**src/rtl/cpu_pkg.sv**
```systemverilog
// Shared CPU definitions used by the syscall unit: syscall code constants,
// the syscall-unit FSM state encoding and the decoded syscall kind.
package cpu_pkg;

   localparam int SYS_EXIT  = 10;
   localparam int SYS_PAUSE = 50;

   typedef enum logic [1:0] {
      ST_RUN   = 2'd0,
      ST_PAUSE = 2'd1,
      ST_HALT  = 2'd2
   } state_t;

   typedef enum logic [1:0] {
      SC_PRINT = 2'd0,
      SC_EXIT  = 2'd1,
      SC_PAUSE = 2'd2
   } sc_kind_t;

endpackage

```
**src/rtl/syscall_fifo.sv**
```systemverilog
// Display FIFO for the syscall unit. Registered head (no fall-through),
// power-of-two depth with naturally wrapping pointers, and an explicit
// occupancy counter so full means level == FIFO_DEPTH.
module syscall_fifo #(
   parameter int DATA_W     = 32,
   parameter int FIFO_DEPTH = 8
) (
   input  logic                          clk,
   input  logic                          rst,
   input  logic                          push,
   input  logic [DATA_W-1:0]             push_data,
   input  logic                          pop,
   output logic [DATA_W-1:0]             head,
   output logic [$clog2(FIFO_DEPTH):0]   level,
   output logic                          full,
   output logic                          empty
);

   localparam int AW = $clog2(FIFO_DEPTH);
   localparam int LW = AW + 1;

   logic [DATA_W-1:0] mem [FIFO_DEPTH];
   logic [AW-1:0]     wr_ptr;
   logic [AW-1:0]     rd_ptr;
   logic              do_push;
   logic              do_pop;

   // A pop frees a slot on the same edge, so a push into a full FIFO is legal then.
   assign do_pop  = pop & ~empty;
   assign do_push = push & (~full | do_pop);

   assign full  = (level == LW'(FIFO_DEPTH));
   assign empty = (level == '0);
   assign head  = mem[rd_ptr];

   // Storage array: data only, never reset.
   always_ff @(posedge clk) begin
      if (do_push) begin
         mem[wr_ptr] <= push_data;
      end
   end

   // Pointers and occupancy; simultaneous push and pop leaves the level unchanged.
   always_ff @(posedge clk) begin
      if (rst) begin
         wr_ptr <= '0;
         rd_ptr <= '0;
         level  <= '0;
      end else begin
         if (do_push) begin
            wr_ptr <= wr_ptr + AW'(1);
         end
         if (do_pop) begin
            rd_ptr <= rd_ptr + AW'(1);
         end
         if (do_push && !do_pop) begin
            level <= level + LW'(1);
         end else if (do_pop && !do_push) begin
            level <= level - LW'(1);
         end
      end
   end

endmodule

```
**src/rtl/syscall_unit.sv**
```systemverilog
// Syscall execution unit: decodes EXIT / PAUSE / PRINT in EX, stalls the
// pipeline while a syscall cannot retire, and queues PRINT arguments into
// a display FIFO that keeps draining in every state.
// Optional feature macro SYSCALL_STATS_EN enables the saturating retired
// syscall counter on sys_count; otherwise sys_count is tied to 0.
module syscall_unit
   import cpu_pkg::*;
#(
   parameter int DATA_W     = 32,
   parameter int FIFO_DEPTH = 8
) (
   input  logic                          clk,
   input  logic                          rst,
   input  logic                          syscall_valid,
   input  logic [DATA_W-1:0]             syscall_code,
   input  logic [DATA_W-1:0]             syscall_arg,
   input  logic                          resume,
   output logic                          stall,
   output logic                          halted,
   output logic [DATA_W-1:0]             display_syscall,
   output logic                          disp_valid,
   output logic [DATA_W-1:0]             disp_data,
   input  logic                          disp_ready,
   output logic [$clog2(FIFO_DEPTH):0]   fifo_level,
   output logic [15:0]                   sys_count
);

   state_t   state_q;
   state_t   state_d;
   sc_kind_t kind;
   logic     fifo_push;
   logic     fifo_pop;
   logic     fifo_full;
   logic     fifo_empty;

   function automatic sc_kind_t decode(input logic [DATA_W-1:0] code);
      if (code == DATA_W'(SYS_EXIT)) begin
         return SC_EXIT;
      end else if (code == DATA_W'(SYS_PAUSE)) begin
         return SC_PAUSE;
      end
      return SC_PRINT;
   endfunction

   assign kind       = decode(syscall_code);
   assign disp_valid = ~fifo_empty;
   assign fifo_pop   = disp_valid & disp_ready;
   assign halted     = (state_q == ST_HALT);

   syscall_fifo #(
      .DATA_W     (DATA_W),
      .FIFO_DEPTH (FIFO_DEPTH)
   ) u_fifo (
      .clk       (clk),
      .rst       (rst),
      .push      (fifo_push),
      .push_data (syscall_arg),
      .pop       (fifo_pop),
      .head      (disp_data),
      .level     (fifo_level),
      .full      (fifo_full),
      .empty     (fifo_empty)
   );

   // Next state, stall and PRINT acceptance; stall is purely combinational.
   always_comb begin
      state_d   = state_q;
      stall     = 1'b0;
      fifo_push = 1'b0;
      case (state_q)
         ST_RUN: begin
            if (syscall_valid) begin
               case (kind)
                  SC_EXIT: begin
                     stall   = 1'b1;
                     state_d = ST_HALT;
                  end
                  SC_PAUSE: begin
                     stall   = 1'b1;
                     state_d = ST_PAUSE;
                  end
                  default: begin
                     if (!fifo_full || fifo_pop) begin
                        fifo_push = 1'b1;
                     end else begin
                        stall = 1'b1;
                     end
                  end
               endcase
            end
         end
         ST_PAUSE: begin
            stall = ~resume;
            if (resume) begin
               state_d = ST_RUN;
            end
         end
         ST_HALT: begin
            stall = 1'b1;
         end
         default: begin
            state_d = ST_RUN;
         end
      endcase
   end

   // FSM state register.
   always_ff @(posedge clk) begin
      if (rst) begin
         state_q <= ST_RUN;
      end else begin
         state_q <= state_d;
      end
   end

   // Last accepted PRINT argument, updated on the push edge.
   always_ff @(posedge clk) begin
      if (rst) begin
         display_syscall <= '0;
      end else if (fifo_push) begin
         display_syscall <= syscall_arg;
      end
   end

`ifdef SYSCALL_STATS_EN
   logic retire;

   // A syscall retires on PRINT acceptance, HALT entry, or the resume edge of a PAUSE.
   assign retire = fifo_push
                 | ((state_q == ST_RUN)   && (state_d == ST_HALT))
                 | ((state_q == ST_PAUSE) && (state_d == ST_RUN));

   // Saturating retired-syscall counter.
   always_ff @(posedge clk) begin
      if (rst) begin
         sys_count <= '0;
      end else if (retire && (sys_count != 16'hFFFF)) begin
         sys_count <= sys_count + 16'd1;
      end
   end
`else
   assign sys_count = '0;
`endif

endmodule

```
**config.mk**
```make
export PLATFORM = sky130hd
export DESIGN_NAME = syscall_unit
export DESIGN_NICKNAME = d
export VERILOG_FILES = /design/src/rtl/cpu_pkg.sv /design/src/rtl/syscall_fifo.sv /design/src/rtl/syscall_unit.sv
export SDC_FILE = /design/constraint.sdc
export NUM_CORES = 1
export LEC_CHECK = 0
export CAP_MARGIN = 20
export CORE_UTILIZATION = 27
export CTS_BUF_LIST = sky130_fd_sc_hd__clkbuf_4 sky130_fd_sc_hd__clkbuf_8
export DETAILED_ROUTE_END_ITERATION = 8
export GPL_TIMING_DRIVEN = 0
export PLACE_DENSITY = 0.48
export SLEW_MARGIN = 25
export SYNTH_ARGS = -nofsm -noshare
export SYNTH_HDL_FRONTEND = slang
export SYNTH_SLANG_ARGS = --single-unit
```
**constraint.sdc**
```tcl
create_clock -name clk -period 11.5 [get_ports clk]
set_clock_uncertainty 0.2 [all_clocks]
set_input_delay 1.15 -clock clk [delete_from_list [all_inputs] [get_ports clk]]
set_output_delay 1.15 -clock clk [all_outputs]
set_load 0.02 [all_outputs]
```
==> out/qor.yml, run 1 <==
die-area_um2: 45300
fin_crit_ns: 4.88
antenna_found_initial: 2
hold_viol: 0
synthArstFlopShare: 0
wl_per_cell_um: 19.9
power_density_nw_per_um2: 196
synth_cell_types: 44
grt_max_degree: 33
vias_per_cell: 4.30
worstSetupPathType: "flip-flop to primary output"
max_clock_freq_ghz: 0.205
p_total_mw: 3.01
vias: 6285
clock-sinks: 303
yosys_warnings: 0
postCtsSetupRepairBufs: 0
final_common_cell: "edfxtp_1"
ios: 156
start_kind: "flip-flop"
track_usage: 0.131
vdd_drop_max_uv: 85.9
hp-class: "flip-flop to flip-flop"
cts_htree_levels: 2
ctsRootBufferMaster: "clkbuf_8"
p_leak_nw: 5.03
routed_wl_um: 29100
rows: 76
port_buffers: 138
die_w_um: 213
drt-pass1-iter-count: 6
max_slew.worst_pin.slew_ns: 0.836
core-area_um2: 43500
start_util: 0.276
fin_nets: 911
tns_ns: 0
dieHeight_um: 213
mostFrequentLayoutCells: "edfxtp_1, clkdlybuf4s50_1, nand2b_1"
drive_gt1_frac: 0.252
initialDrtViolationCount: 319
cts_tree: "built"
grt_pass1_wl_um: 42800
setup_viol_count_final: 0
hpwl_um: 17900
clk_latency_ns: 0.58
ys_ff_latch: 303
grt_pass1_vias: 6760
clk_path_buf_depth: 3
holdBufCountCts: 0
drv_slew: 0
synth_ff_type: "edfxtp_1"
drc: 0
cts_buffers: 52
end_kind: "primary output"
synth-edff-count: 256
outcome: "finished clean"
grt_setup_unrepaired: "no"
post_cts_resized: 0
clk_pin_slew_ns: 0.06
syn_area_per_cell_um2: 19.3
ys_seq_area_frac: 0.719
finalWeightedCongestion: 0.693
postSynthCellCount: 621
maxSlewHeadroom: 0.442
cap_violations: 0
synth_area_um2: 12000
grt-ovfl-total: 0
antenna_cells: 0
crit_fanout: 10
antenna_left: 0
required_ns: 10.15
area_delta_synth_final_pct: 27.6
period_share: 0.424
r2r_setup_slack_ns: 8.26
arrival_ns: 3.53
synth_stat cells, types with 2 or more instances:
master	count	area (µm²)
nand3_1	2	10.0
buf_2	7	35.0
mux2i_1	34	340
and4b_1	3	30.0
nand2b_1	70	438
clkbuf_1	18	67.6
nand2_1	2	7.51
xor2_1	3	26.3
edfxtp_1	256	7690
nor4_1	6	37.5
o21ai_0	2	10.0
buf_4	16	120
nor2_1	13	48.8
mux4_2	64	1440
a21oi_1	6	30.0
inv_1	2	7.51
mux2_2	32	360
ha_1	5	62.6
buf_6	4	45.0
or3_1	2	12.5
nand4_1	2	12.5
xnor2_1	2	17.5
nor3_1	2	10.0
dfxtp_1	47	941
and3b_1	2	17.5
where the power goes:
group	switching [mW]	total, mW	internal [mW]
combinational	0.391	0.799	0.407
sequential	0.0264	1.28	1.25
clock	0.429	0.931	0.502
per-stage QoR:
stage / utilization / std cells / instance area, µm² / setup slack (ns) / hold slack [ns]
floorplan: - / 636 / 12100 / 5.65 / 0.244
global placement: 0.326 / 1359 / 14200 / 1.49 / 0.258
detailed placement: 0.330 / 1367 / 14300 / 6.73 / 0.262
CTS: 0.352 / 1462 / 15300 / 6.61 / 0.273
global route: 0.352 / 1462 / 15300 / 6.49 / 0.286
finish: 0.352 / 1462 / 15300 / 6.62 / 0.272
cell families after synthesis:
family	Yosys count	share of synthesized area
DFF	303	0.719
muxes	131	0.179
and+or+nand+nor	115	0.0612
buffers and inverters	48	0.0233
AOI/OAI and AO/OA	12	0.00605
adders and majority gates	6	0.00688
xor gates and xnor gates	5	0.00365
other	1	0.000313
layout make-up:
cell class | count | area, µm²
fill | 4188 | 28100
sequential | 303 | 8630
multi-input combinational | 285 | 3190
clock buffer | 73 | 898
timing repair buffer | 146 | 1500
tap | 585 | 732
inverter | 2 | 7.51
buffer | 46 | 272
clock inverter | 22 | 91.3
worst max-delay path: stages, from the launching register on:
cell and delay [ns]:
dfxtp_1 0.33, clkbuf_1 0.61, clkbuf_1 0.69, mux4_2 0.41, mux2_2 0.27, clkdlybuf4s50_1 0.63
routing by layer:
metal  up-vias  share of wire  global-route usage
met5         -              0                   0
met4         0          0.018              0.0409
met3        43          0.083              0.0313
met2       216           0.45               0.203
met1      3149           0.45               0.182
li1       2877              -                   -
registers in the layout, indices dropped and copies added (netlist names), named ones only:
register / cells
display_syscall: 32
u_fifo.mem: 256
u_fifo.level: 4
state_q: 2
u_fifo.rd_ptr: 3
u_fifo.wr_ptr: 3
worst paths after layout:
kind,startpoint,to,depth (start not counted)
worst max-delay path,flip-flop,disp_data[7],5
worst min register to register,display_syscall[18],display_syscall[18],2
worst max register to register,u_fifo.level[0],u_fifo.level[3],11
worst min-delay path,display_syscall[18],display_syscall[18],2
No activity file was read; power rests on OpenSTA's default activity.
==> run 2, diff against run 1 <==
PLACE_DENSITY = 0.49   (was 0.48)
clock period = 4.1 ns   (was 11.5 ns; I/O delays follow)
==> out/qor.yml, run 2 (same netlist as run 1, synthesis figures left out) <==
tns_ns: 0  # unchanged
dpl_cell_area_um2: 14400  # was 14300 µm²
core-area_um2: 43500  # unchanged
dieHeight_um: 213  # unchanged
antenna_found_initial: 2  # unchanged
cts_tree: "built"  # unchanged
top_regs: "u_fifo.mem: 256 flops, display_syscall: 32 flops, u_fifo.level: 4 flops"  # unchanged
track_usage: 0.132  # was 0.131
fin_nets: 913  # was 911
period_share: 0.918
required_ns: 3.49  # was 10.15 ns
maxSlewHeadroom: 0.406  # was 0.442
drive_gt1_frac: 0.263  # was 0.252
max_clock_freq_ghz: 0.266
final_area_um2: 15400  # was 15300 µm²
clk_latency_ns: 0.58  # about the same
hp-class: "input port to flip-flop"  # was flip-flop to flip-flop
crit_fanout: 10  # unchanged
worst_slack_ns: 0.335  # was 6.62 ns
antenna_left: 0  # unchanged
p_total_mw: 8.52  # was 3.01 mW
die_w_um: 213  # unchanged
worstSetupPathType: "flip-flop to primary output"  # unchanged
grt-ovfl-total: 0  # unchanged
holdWs_ns: 0.184  # was 0.272 ns
place_ws_ns: 0.0483  # was 6.73 ns
initialDrtViolationCount: 365  # was 319
top_register: "u_fifo.mem"  # unchanged
grt_max_degree: 33  # unchanged
clk_path_buf_depth: 3  # unchanged
cts_buffers: 52  # unchanged
vias_per_cell: 4.30  # about the same
vdd_drop_max_uv: 206  # was 85.9 µV
grt_setup_unrepaired: "no"  # unchanged
ff_latch_area_um2: 8630  # unchanged
cap_violations: 0  # unchanged
cts_htree_levels: 2  # unchanged
start_util: 0.276  # unchanged
clk_pin_slew_ns: 0.06  # about the same
drc: 0  # unchanged
max_slew.worst_pin.slew_ns: 0.883  # was 0.836 ns
outcome: "finished clean"  # unchanged
routed_wl_um: 28900  # was 29100 µm
wl_per_cell_um: 19.8  # was 19.9 µm
p_leak_nw: 5.08  # was 5.03 nW
rows: 76  # unchanged
antenna_cells: 0  # unchanged
ios: 156  # unchanged
drt-pass1-iter-count: 5  # was 6
arrival_ns: 3.16  # was 3.53 ns
mostFrequentLayoutCells: "edfxtp_1, clkdlybuf4s50_1, nand2b_1"  # unchanged
setup_viol_count_final: 0  # unchanged
grt_pass1_vias: 6907  # was 6760
hold_viol: 0  # unchanged
hpwl_um: 18300  # was 17900 µm
fin_crit_ns: 3.77
port_buffers: 138  # unchanged
fillers: 4169  # was 4188
end_kind: "primary output"  # unchanged
postCtsSetupRepairBufs: 0  # unchanged
multiInputGateArea_um2: 3190  # unchanged
vias: 6279  # was 6285
die-area_um2: 45300  # unchanged
start_kind: "flip-flop"  # unchanged
area_delta_synth_final_pct: 28.3  # was 27.6%
drv_slew: 0  # unchanged
ctsRootBufferMaster: "clkbuf_8"  # unchanged
finalWeightedCongestion: 0.674  # was 0.693
grt_pass1_wl_um: 43000  # was 42800 µm
final_common_cell: "edfxtp_1"  # unchanged
largest_register_ffs: 256  # unchanged
clock-sinks: 303  # unchanged
power_density_nw_per_um2: 553  # was 196 nW/µm²
run 2: layout make-up:
cell class,instances,share of cell area
well taps,585,0.0475
clock inverters,14,0.00544
plain buffers,46,0.0181
flip-flops and latches,303,0.560
repair buffers,148,0.0996
multi-input cells,285,0.207
inverters,2,0.000488
clock buffers,78,0.0616
run 2: what timing repair did:
item / 4_1_cts / 5_1_grt
gates resized for setup: 4 / 4
endpoints found under the setup margin: 11 / 11
hold buffers: 0 / 0
endpoints found under the hold margin: 0 / 0
run 2: report_power, final:
| part | internal (mW) | switching, mW | total (mW) |
|---|---|---|---|
| clock | 1.53 | 1.17 | 2.70 |
| sequential | 3.51 | 0.0752 | 3.59 |
| combinational | 1.14 | 1.09 | 2.24 |
| total | 6.19 | 2.34 | 8.52 |
run 2: metrics by stage:
step | std cells | util
6_report | 1461 | 0.354
3_3_place_gp | 1359 | 0.326
4_1_cts | 1461 | 0.354
3_5_place_dp | 1369 | 0.330
2_1_floorplan | 636 | -
5_1_grt | 1461 | 0.354
run 2: path summary, 6_finish.rpt:
kind / start / to / slack (ns) / cells after the start
min: rst / state_q[0] / 0.18 / 2
max: flip-flop / disp_data[6] / 0.33 / 5
max reg2reg: u_fifo.level[0] / u_fifo.level[3] / 0.74 / 11
min reg2reg: display_syscall[22] / display_syscall[22] / 0.27 / 2
run 2: routing by layer:
layer,part of all wire,vias up,GRT usage
li1,-,2877,-
met1,0.43,3170,0.166
met2,0.50,190,0.221
met3,0.052,40,0.0307
met4,0.019,2,0.0474
met5,0.00045,-,0
run 2: critical path, cell delays in order (launching register included):
cell and delay [ns]:
dfxtp_1 0.33, clkbuf_1 0.55, clkbuf_2 0.45, mux4_2 0.37
mux2_2 0.29, clkdlybuf4s50_1 0.58
